## src/rtl/adc128s_pkg.sv

```systemverilog
`default_nettype none
// ============================================================================
// Module      : adc128s_pkg
// Description : Shared constants, types and the channel reset-value helper
//               for the ADC128S-style SPI ADC behavioural model.
// Revision    : 1.0 - initial release
// ============================================================================
package adc128s_pkg;

  localparam int DATA_W     = 12;
  localparam int NUM_CH     = 8;
  localparam int FRAME_BITS = 16;
  localparam int ADDR_MSB   = 13;
  localparam int ADDR_LSB   = 11;

  localparam logic [DATA_W-1:0] INIT_BASE = 12'h100;
  localparam logic [DATA_W-1:0] INIT_STEP = 12'h200;

  typedef logic [2:0]        chan_t;
  typedef logic [DATA_W-1:0] sample_t;

  // Power-on conversion value of a channel: ch0=0x100, ch1=0x300 ... ch7=0xF00.
  function automatic sample_t init_val(input chan_t ch);
    return INIT_BASE + sample_t'(ch) * INIT_STEP;
  endfunction

endpackage : adc128s_pkg
`default_nettype wire

```

## src/rtl/spi_edge_sync.sv

```systemverilog
`default_nettype none
// ============================================================================
// Module      : spi_edge_sync
// Description : Two-flop synchronizer for an asynchronous SPI line plus a
//               history flop that yields single-cycle rise/fall pulses.
// Revision    : 1.0 - initial release
// ============================================================================
module spi_edge_sync #(
  parameter logic IDLE = 1'b1
) (
  input  logic clk,
  input  logic rst,
  input  logic d,
  output logic level,
  output logic rise,
  output logic fall
);

  logic sync1_q, sync1_d;
  logic sync2_q, sync2_d;
  logic hist_q,  hist_d;

  // Shift the raw line through the metastability pair and the edge history.
  always_comb begin
    sync1_d = d;
    sync2_d = sync1_q;
    hist_d  = sync2_q;
  end

  // Reset to the idle level so no edge is reported coming out of reset.
  always_ff @(posedge clk) begin
    if (rst) begin
      sync1_q <= IDLE;
      sync2_q <= IDLE;
      hist_q  <= IDLE;
    end else begin
      sync1_q <= sync1_d;
      sync2_q <= sync2_d;
      hist_q  <= hist_d;
    end
  end

  assign level = sync2_q;
  assign rise  = sync2_q & ~hist_q;
  assign fall  = ~sync2_q & hist_q;

endmodule : spi_edge_sync
`default_nettype wire

```

## src/rtl/adc128s_spi.sv

```systemverilog
`default_nettype none
// ============================================================================
// Module      : adc128s_spi
// Description : Behavioural SPI slave model of an 8-channel 12-bit ADC128S.
//               Each completed 16-bit frame returns the channel addressed by
//               the previous frame, then bumps that channel's value by INC.
//               Optional macro ADC128S_TRISTATE_EN floats MISO while the
//               slave is deselected; otherwise MISO is driven low.
// Revision    : 1.0 - initial release
// ============================================================================
module adc128s_spi
  import adc128s_pkg::*;
#(
  parameter sample_t INC = 12'h010
) (
  input  logic clk,
  input  logic rst,
  input  logic SS_n,
  input  logic SCLK,
  input  logic MOSI,
  output logic MISO
);

  localparam logic [4:0] LAST_BIT = 5'(FRAME_BITS - 1);

  logic ss_lvl, ss_rise, ss_fall;
  logic sclk_lvl, sclk_rise, sclk_fall;

  logic mosi_s1_q, mosi_s1_d;
  logic mosi_s2_q, mosi_s2_d;

  logic                  active_q,    active_d;
  logic [4:0]            bit_cnt_q,   bit_cnt_d;
  chan_t                 cur_ch_q,    cur_ch_d;
  chan_t                 ch_ptr_q,    ch_ptr_d;
  // Only the 13 newest MOSI bits are kept: older ones are never inspected.
  logic [ADDR_MSB-1:0]   shift_in_q,  shift_in_d;
  // Bits still to be sent after the current MISO bit, next one at the MSB.
  logic [FRAME_BITS-2:0] shift_out_q, shift_out_d;
  logic                  miso_q,      miso_d;
  sample_t               val_q [NUM_CH];
  sample_t               val_d [NUM_CH];

  logic [FRAME_BITS-1:0] start_word;

  spi_edge_sync #(.IDLE(1'b1)) u_ss_sync (
    .clk   (clk),
    .rst   (rst),
    .d     (SS_n),
    .level (ss_lvl),
    .rise  (ss_rise),
    .fall  (ss_fall)
  );

  spi_edge_sync #(.IDLE(1'b1)) u_sclk_sync (
    .clk   (clk),
    .rst   (rst),
    .d     (SCLK),
    .level (sclk_lvl),
    .rise  (sclk_rise),
    .fall  (sclk_fall)
  );

  // MOSI needs only the metastability pair; it is sampled on synced SCLK rise.
  always_comb begin
    mosi_s1_d = MOSI;
    mosi_s2_d = mosi_s1_q;
  end

  // Frame sequencing: start, abort/deselect, bit capture and bit launch.
  always_comb begin
    active_d    = active_q;
    bit_cnt_d   = bit_cnt_q;
    cur_ch_d    = cur_ch_q;
    ch_ptr_d    = ch_ptr_q;
    shift_in_d  = shift_in_q;
    shift_out_d = shift_out_q;
    miso_d      = miso_q;
    val_d       = val_q;
    start_word  = {{(FRAME_BITS - DATA_W){1'b0}}, val_q[ch_ptr_q]};

    if (ss_fall) begin
      cur_ch_d    = ch_ptr_q;
      shift_out_d = start_word[FRAME_BITS-2:0];
      miso_d      = start_word[FRAME_BITS-1];
      bit_cnt_d   = '0;
      active_d    = 1'b1;
    end else if (ss_rise) begin
      // Deselect wins over any coincident SCLK edge; an unfinished frame
      // leaves the address pointer and channel values untouched.
      active_d = 1'b0;
      miso_d   = 1'b0;
    end else if (active_q && !ss_lvl) begin
      // Level qualifiers keep edge decodes consistent with the synced levels.
      if (sclk_rise && sclk_lvl && bit_cnt_q <= LAST_BIT) begin
        shift_in_d = {shift_in_q[ADDR_MSB-2:0], mosi_s2_q};
        bit_cnt_d  = bit_cnt_q + 5'd1;
        if (bit_cnt_q == LAST_BIT) begin
          // The incoming bit lands at word[0], so the address field sits one
          // position lower in the register than in the finished word.
          ch_ptr_d        = shift_in_q[ADDR_MSB-1:ADDR_LSB-1];
          val_d[cur_ch_q] = val_q[cur_ch_q] + INC;
          miso_d          = 1'b0;
        end
      end else if (sclk_fall && !sclk_lvl && bit_cnt_q != 5'd0 && bit_cnt_q <= LAST_BIT) begin
        miso_d      = shift_out_q[FRAME_BITS-2];
        shift_out_d = {shift_out_q[FRAME_BITS-3:0], 1'b0};
      end
    end
  end

  // State registers; reset restores every channel to its power-on value.
  always_ff @(posedge clk) begin
    if (rst) begin
      mosi_s1_q   <= 1'b0;
      mosi_s2_q   <= 1'b0;
      active_q    <= 1'b0;
      bit_cnt_q   <= '0;
      cur_ch_q    <= '0;
      ch_ptr_q    <= '0;
      shift_in_q  <= '0;
      shift_out_q <= '0;
      miso_q      <= 1'b0;
      for (int i = 0; i < NUM_CH; i++) begin
        val_q[i] <= init_val(chan_t'(i));
      end
    end else begin
      mosi_s1_q   <= mosi_s1_d;
      mosi_s2_q   <= mosi_s2_d;
      active_q    <= active_d;
      bit_cnt_q   <= bit_cnt_d;
      cur_ch_q    <= cur_ch_d;
      ch_ptr_q    <= ch_ptr_d;
      shift_in_q  <= shift_in_d;
      shift_out_q <= shift_out_d;
      miso_q      <= miso_d;
      val_q       <= val_d;
    end
  end

`ifdef ADC128S_TRISTATE_EN
  assign MISO = ss_lvl ? 1'bz : miso_q;
`else
  assign MISO = miso_q;
`endif

endmodule : adc128s_spi
`default_nettype wire

```

## config.mk

```make
export PLATFORM = sky130hd
export DESIGN_NAME = adc128s_spi
export DESIGN_NICKNAME = d
export VERILOG_FILES = /design/src/rtl/adc128s_pkg.sv /design/src/rtl/spi_edge_sync.sv /design/src/rtl/adc128s_spi.sv
export SDC_FILE = /design/constraint.sdc
export NUM_CORES = 1
export LEC_CHECK = 0
export CAP_MARGIN = 25
export CORE_AREA = 2 2 102 114
export DETAILED_ROUTE_END_ITERATION = 12
export DIE_AREA = 0 0 104 116
export GPL_TIMING_DRIVEN = 0
export PLACE_DENSITY_LB_ADDON = 0.25
export SETUP_SLACK_MARGIN = 0.1
export SYNTH_ARGS = -nofsm -noshare
export SYNTH_HDL_FRONTEND = slang
export SYNTH_SLANG_ARGS = --single-unit
```

## constraint.sdc

```tcl
create_clock -name clk -period 3.1 [get_ports clk]
set_input_delay 0.31 -clock clk [delete_from_list [all_inputs] [get_ports clk]]
set_output_delay 0.31 -clock clk [all_outputs]
set_load 0.05 [all_outputs]
```

== After elaboration in Yosys (flattened, before gate mapping) ==
Cells that the tools add are included.
Widths: inputs -> output; s select.
Operators by class
  add/sub/neg operators: 2
  $mul: 0
  div/mod/pow operators: 0
  magnitude comparators: 4
  equality and inequality tests: 4
  shifts and indexed selects: 0
  mux-type cells: 19
  bitwise operators: 13
  reduce and logical (&&, ||, !) cells: 22
Operators with widths (number)
  $mux 12: 10
  $bwmux 96: 1
  $bmux 12 s3: 2
  $demux 12 s3: 1
  $add 12x5->12 const B: 1
  $reduce_and 4->1: 3
  $ge 4x4->1 const B: 2
  $not 3->4: 2
  $reduce_bool 2->1: 4
  $logic_and 1x1->1: 7
  $not 1->1: 7
  $reduce_and 3->1: 2
  $add 5x1->5 const B: 1
  $eq 5x4->1 const B: 1
  $le 5x4->1 const B: 1
  $mux 1: 5
  $reduce_and 5->1: 1
  $reduce_bool 5->1: 1
  $and 1x1->1: 4
  $lt 4x1->1 const B: 1
  $ne 2x1->1 const B: 2
  $reduce_or 3->1: 1
  $logic_not 1->1: 2
  $ne 2x2->1 const B: 1
  $reduce_or 2->1: 1
Word-level totals
  flip-flop bits (word level): 145
  bits in latches: 0
  memory bits (writable): 0
  ROM bits: 0
  logic and storage cells: 88
  memories kept: 0

== Depth between registers and ports, before layout ==
  depth after elaboration: 10
  depth in mapped cells: 12
  depth with buffers taken out: 10

== Cells and area by module ==
Synthesis repeated with hierarchy kept, for this count alone.
Second synthesis, totals
  cells, all modules: 680
  area total of the unflattened synthesis: 6739.0 um^2
By module, submodules not included
  adc128s_spi: instances 1, cells an instance 664, area each 6553.8 um^2, seq. area each 2782.7 um^2
  spi_edge_sync: instances 2, cells an instance 8, area each 92.6 um^2, seq. area each 60.1 um^2

== Worst setup path before layout ==
OpenSTA, ideal clock, no wires.
  kind: register -> register
  start point: register cur_ch_q[0]
  end point: register val_q[92] in the netlist's numbering
  setup time: 120 ps
  arrival: 2662 ps
  data required time: 2980 ps
  path slack: 319 ps
  cell stages (with the launch flop): 13
  path buffers: 2
  cells stage by stage: dfxtp_1 -> buf_6 -> buf_8 -> mux4_2 -> nor2b_1 -> a21oi_1 -> inv_1 -> ha_1 -> inv_1 -> nor3_1 -> xnor2_1 -> and3_1 -> a211o_1
Between the ends
  cells in the longest elaborated chain, start to end: 6
  elaborated cells on any way between the ends: 11
RTL lines
  start: declaration: RTL line adc128s_spi.sv:34  | chan_t cur_ch_q, cur_ch_d;
  start signal: assignment: RTL line adc128s_spi.sv:132  | cur_ch_q <= cur_ch_d;
  $not 3->4 (not written as such) (*): RTL line adc128s_spi.sv:102  | val_d[cur_ch_q] = val_q[cur_ch_q] + INC;
  $bmux 12 s3, or another cell as far along: RTL line adc128s_spi.sv:102
  $mux 12 (not written as such) or $logic_and 1x1->1 (tied branches): RTL line adc128s_spi.sv:102
  $mux 12 (not written as such): RTL line adc128s_spi.sv:102
  $add 12x5->12 or $demux 12 s3 (tied branches): RTL line adc128s_spi.sv:102
  $bwmux 96 (*): RTL line adc128s_spi.sv:102
  end signal: indexed assignment: RTL line adc128s_spi.sv:125  | val_q[i] <= init_val(chan_t'(i));
  end signal: assignment: RTL line adc128s_spi.sv:137  | val_q <= val_d;
  end: declaration: RTL line adc128s_spi.sv:41  | sample_t val_q [NUM_CH];
Every way passes the cells marked *; elsewhere a longest branch is shown, timed or not. The select of a mux whose other input is x is not followed.
A chain may end at the register's enable or synchronous reset.

== Final worst setup path ==
  start point: register cur_ch_q[2]
  end point: register val_q[92] in the netlist's numbering
Same word-level chain as after synthesis.

==> metrics <==
# nets final=about 730; Seq cells post-synth=between 100 and 150; CP endpoint kind=flop; Post-CTS Hold Buffers=0; slowest CP cell=dfxtp_2; routed length per placed instance=roughly 20 µm; ant diodes=0; Peak VDD IR=0.364 mV; Final Max Tran Viols=0; Core Box Area=between 0.01 and 0.015 mm²; Fillers=slightly above 800; Register Area=between 0.002 and 0.003 mm²; Finish-stage setup viols=0; Final Wtd Congestion=0.922; initial core utilization=0.618; area of the multi-input gates=around 0.0035 mm²; Most common cell on crit path=inv_1; pwr/cell area=522 mW/mm²; post-synthesis async set-or-reset flop share=0; die width=104 µm; GRT Util Overall=0.301; Num Clock Sinks=approximately 150; clk root buf=clkbuf_16; Die Y=between 100 and 150 µm; Critical Path AT=between 3 and 4 ns; Routed Antenna Nets=0; worst hold path type=flop to flop; DP HPWL=roughly 12000 µm; row cnt=40; mapped cell area=around 0.0067 mm²; Die Area=0.0121 mm²; post-synthesis sequential area ratio=0.434; slew at the pin closest to its max-slew limit=0.835 ns; H-tree depth=4; Most used DFF post-synth=dfxtp_1; non-filler cells, final=877; Warnings, synthesis=0; DRT iter0 DRCs=~470; Worst Clk Skew=0.00712 ns; Crit Path Max Fanout=10; RSZ-0062 raised after global routing=false; DRC viols=0; Slew HR=0.443; GR peak layer=met2; GRT met3 Usage=0.0681; CTS tree=yes; drt pass-1 iters=6; TritonCTS Buffers=17; synthesized netlist cell count=690; Total Wirelength=17400 µm; hold depth=1; met2 GRT Util=0.520; critical-path cell list=buf_4, buf_2, clkbuf_4, a21oi_4, inv_1, ha_1, inv_1, nor3_1, xnor2_2, and3_1, a211o_1; syn_nets=approximately 700; number of synthesized flops with an enable pin=0; setup tns final=0 ns; syn_area_per_cell=approximately 9.7 µm²; Clock Path Buffers=2; final critical-path share of the clock period=0.911; I/O pins=6; largest net degree at the start of global routing=17; later-pin clock latency in the skew report=around 0.42 ns; Setup CP Type=flop to flop; vias per cell=roughly 6.2; FF-to-FF path depth=11; LEAKAGE=2.73 nW; share of cells above drive strength 1=0.152; placed cells=841; Period minus WS final=2.82 ns; Hold Vio Cnt, Final=0; grt total ovfl=0; initial antenna violation count=0; routed vias=between 5000 and 6000; PortBufs=4; Worst EP required=around 3.4 ns; status=complete, no violations; number of global-route vias before repair=around 5400; Layout area overhead=13.4%; Worst-path clk slew=0.06 ns; Distinct cells, synth=58; slowest cell delay on critical path=between 0.4 and 0.5 ns; max_cap viols=0; CP startpoint kind=flop; fmax=354 MHz; first-pass GRT wire length=between 20000 and 30000 µm; met1 usage=0.366
==> final timing paths <==
kind | start | endpoint | slack [ns]
hold / removal | u_ss_sync.sync1_q | u_ss_sync.level | 0.42
hold reg to reg | u_ss_sync.sync1_q | u_ss_sync.level | 0.42
setup reg to reg | cur_ch_q[2] | val_q[92] | 0.28
setup / recovery | cur_ch_q[2] | val_q[92] | 0.28
==> state kept, by name, indices dropped and copies added (netlist names) <==
name / count
active_q: 1
mosi_s2_q: 1
u_sclk_sync.level: 1
mosi_s1_q: 1
shift_in_q: 13
val_q: 96
shift_out_q: 15
u_ss_sync.sync1_q: 1
ch_ptr_q: 3
u_ss_sync.level: 1
u_sclk_sync.hist_q: 1
u_sclk_sync.sync1_q: 1
cur_ch_q: 3
bit_cnt_q: 5
MISO: 1
u_ss_sync.hist_q: 1
==> critical path: cells and delay by family, from the launching register on <==
kind | cells | cell delay, ns
adder cells (fa/ha/maj) | 1 | 0.26
AND/OR/NAND/NOR | 2 | 0.52
XOR/XNOR | 1 | 0.18
flip-flops | 1 | 0.44
buffers and inverters | 5 | 0.97
AO/OA/AOI/OAI | 2 | 0.35
==> area by class of cell <==
type,instances,area share
Multi-Input combinational cell,478,0.467
Clock buffer,22,0.0626
Timing Repair Buffer,8,0.00925
Inverter,10,0.00495
Buffer,57,0.0348
Sequential cell,145,0.383
Clock inverter,10,0.0144
Tap cell,147,0.0243
==> cell usage in the layout (no fill, tap or decap), drive strengths merged, types with 5 or more instances in the layout <==
master / synthesis / layout
dfxtp: 145 / 145
nor2: 69 / 69
clkbuf: 42 / 65
nand2: 58 / 58
a21oi: 58 / 58
mux2i: 44 / 44
nor2b: 42 / 42
mux4: 32 / 32
nand3: 22 / 22
nand3b: 18 / 18
buf: 15 / 18
o21ai: 14 / 14
a211oi: 13 / 13
inv: 10 / 10
or2: 10 / 10
o31ai: 8 / 8
and3: 7 / 7
nand4: 6 / 6
or3: 6 / 6
or4: 6 / 6
a211o: 6 / 6
ha: 6 / 6
and2: 6 / 6
clkinv: 0 / 6
nor3: 6 / 6
nand2b: 5 / 5
xnor2: 5 / 5
==> kinds of logic (layout without fill, tap and decap cells) <==
kind of cell,after synthesis,after routing,synth area share
AOI/OAI and AO/OA,117,117,0.114
xor gates and xnor gates,8,8,0.0116
adders and majority gates,6,6,0.0112
buffers and inverters,67,107,0.0438
DFF,145,145,0.434
muxes,80,80,0.182
and+or+nand+nor,267,267,0.204
==> synth_stat cells (3+ instances only) <==
| cell type | n | share of area |
|---|---|---|
| inv_1 | 10 | 0.0056 |
| or4_1 | 6 | 0.0067 |
| and3_1 | 7 | 0.0066 |
| nand2_1 | 58 | 0.033 |
| clkbuf_1 | 42 | 0.024 |
| mux2i_1 | 43 | 0.064 |
| nor2b_1 | 42 | 0.039 |
| and2_1 | 5 | 0.0047 |
| nand3b_1 | 18 | 0.020 |
| ha_1 | 6 | 0.011 |
| or2_2 | 9 | 0.0084 |
| mux4_2 | 32 | 0.11 |
| a211o_1 | 6 | 0.0079 |
| nor3b_1 | 4 | 0.0045 |
| nand3_1 | 22 | 0.016 |
| buf_2 | 6 | 0.0045 |
| a22o_1 | 3 | 0.0039 |
| xnor2_1 | 4 | 0.0052 |
| a21oi_1 | 55 | 0.041 |
| nor2_1 | 69 | 0.039 |
| o31ai_1 | 8 | 0.0090 |
| buf_1 | 4 | 0.0022 |
| dfxtp_1 | 145 | 0.43 |
| o21ai_0 | 13 | 0.0097 |
| nand2b_1 | 5 | 0.0047 |
| nand4_1 | 6 | 0.0056 |
| a211oi_1 | 12 | 0.013 |
| xor2_1 | 3 | 0.0039 |
| or3_1 | 6 | 0.0056 |
| nor3_1 | 6 | 0.0045 |
==> metal layers <==
metal  wire, µm  vias to the layer above
met4        480                        0
met3       1280                       52
met1       7020                     2656
met2       8650                      270
met5          0                        -
li1           -                     2502
==> timing repair <==
action,4_1_cts,5_1_grt
endpoints found under the hold margin,0,0
setup buffers,0,4
endpoints found under the setup margin,36,45
pin swaps,0,1
gates resized for setup,9,8
==> power by group <==
group	internal (W)	total, W	switching [W]
combinational	0.0000218	0.0000786	0.0000568
sequential	0.00187	0.00187	0.00000340
clock	0.00124	0.00200	0.000759
==> through the flow <==
step / power (W) / worst slack (ns) / utilization / hold WS (ns) / cell area [µm²]
2_1_floorplan: 0.00196 / 0.319 / - / 0.389 / 6680
3_3_place_gp: 0.00199 / -0.198 / 0.639 / 0.404 / 6910
3_5_place_dp: 0.00199 / -0.217 / 0.639 / 0.405 / 6910
4_1_cts: 0.00397 / 0.0891 / 0.697 / 0.421 / 7530
5_1_grt: 0.00406 / 0.177 / 0.701 / 0.425 / 7580
6_report: 0.00395 / 0.275 / 0.701 / 0.415 / 7580
No activity file was read; power rests on OpenSTA's default activity.
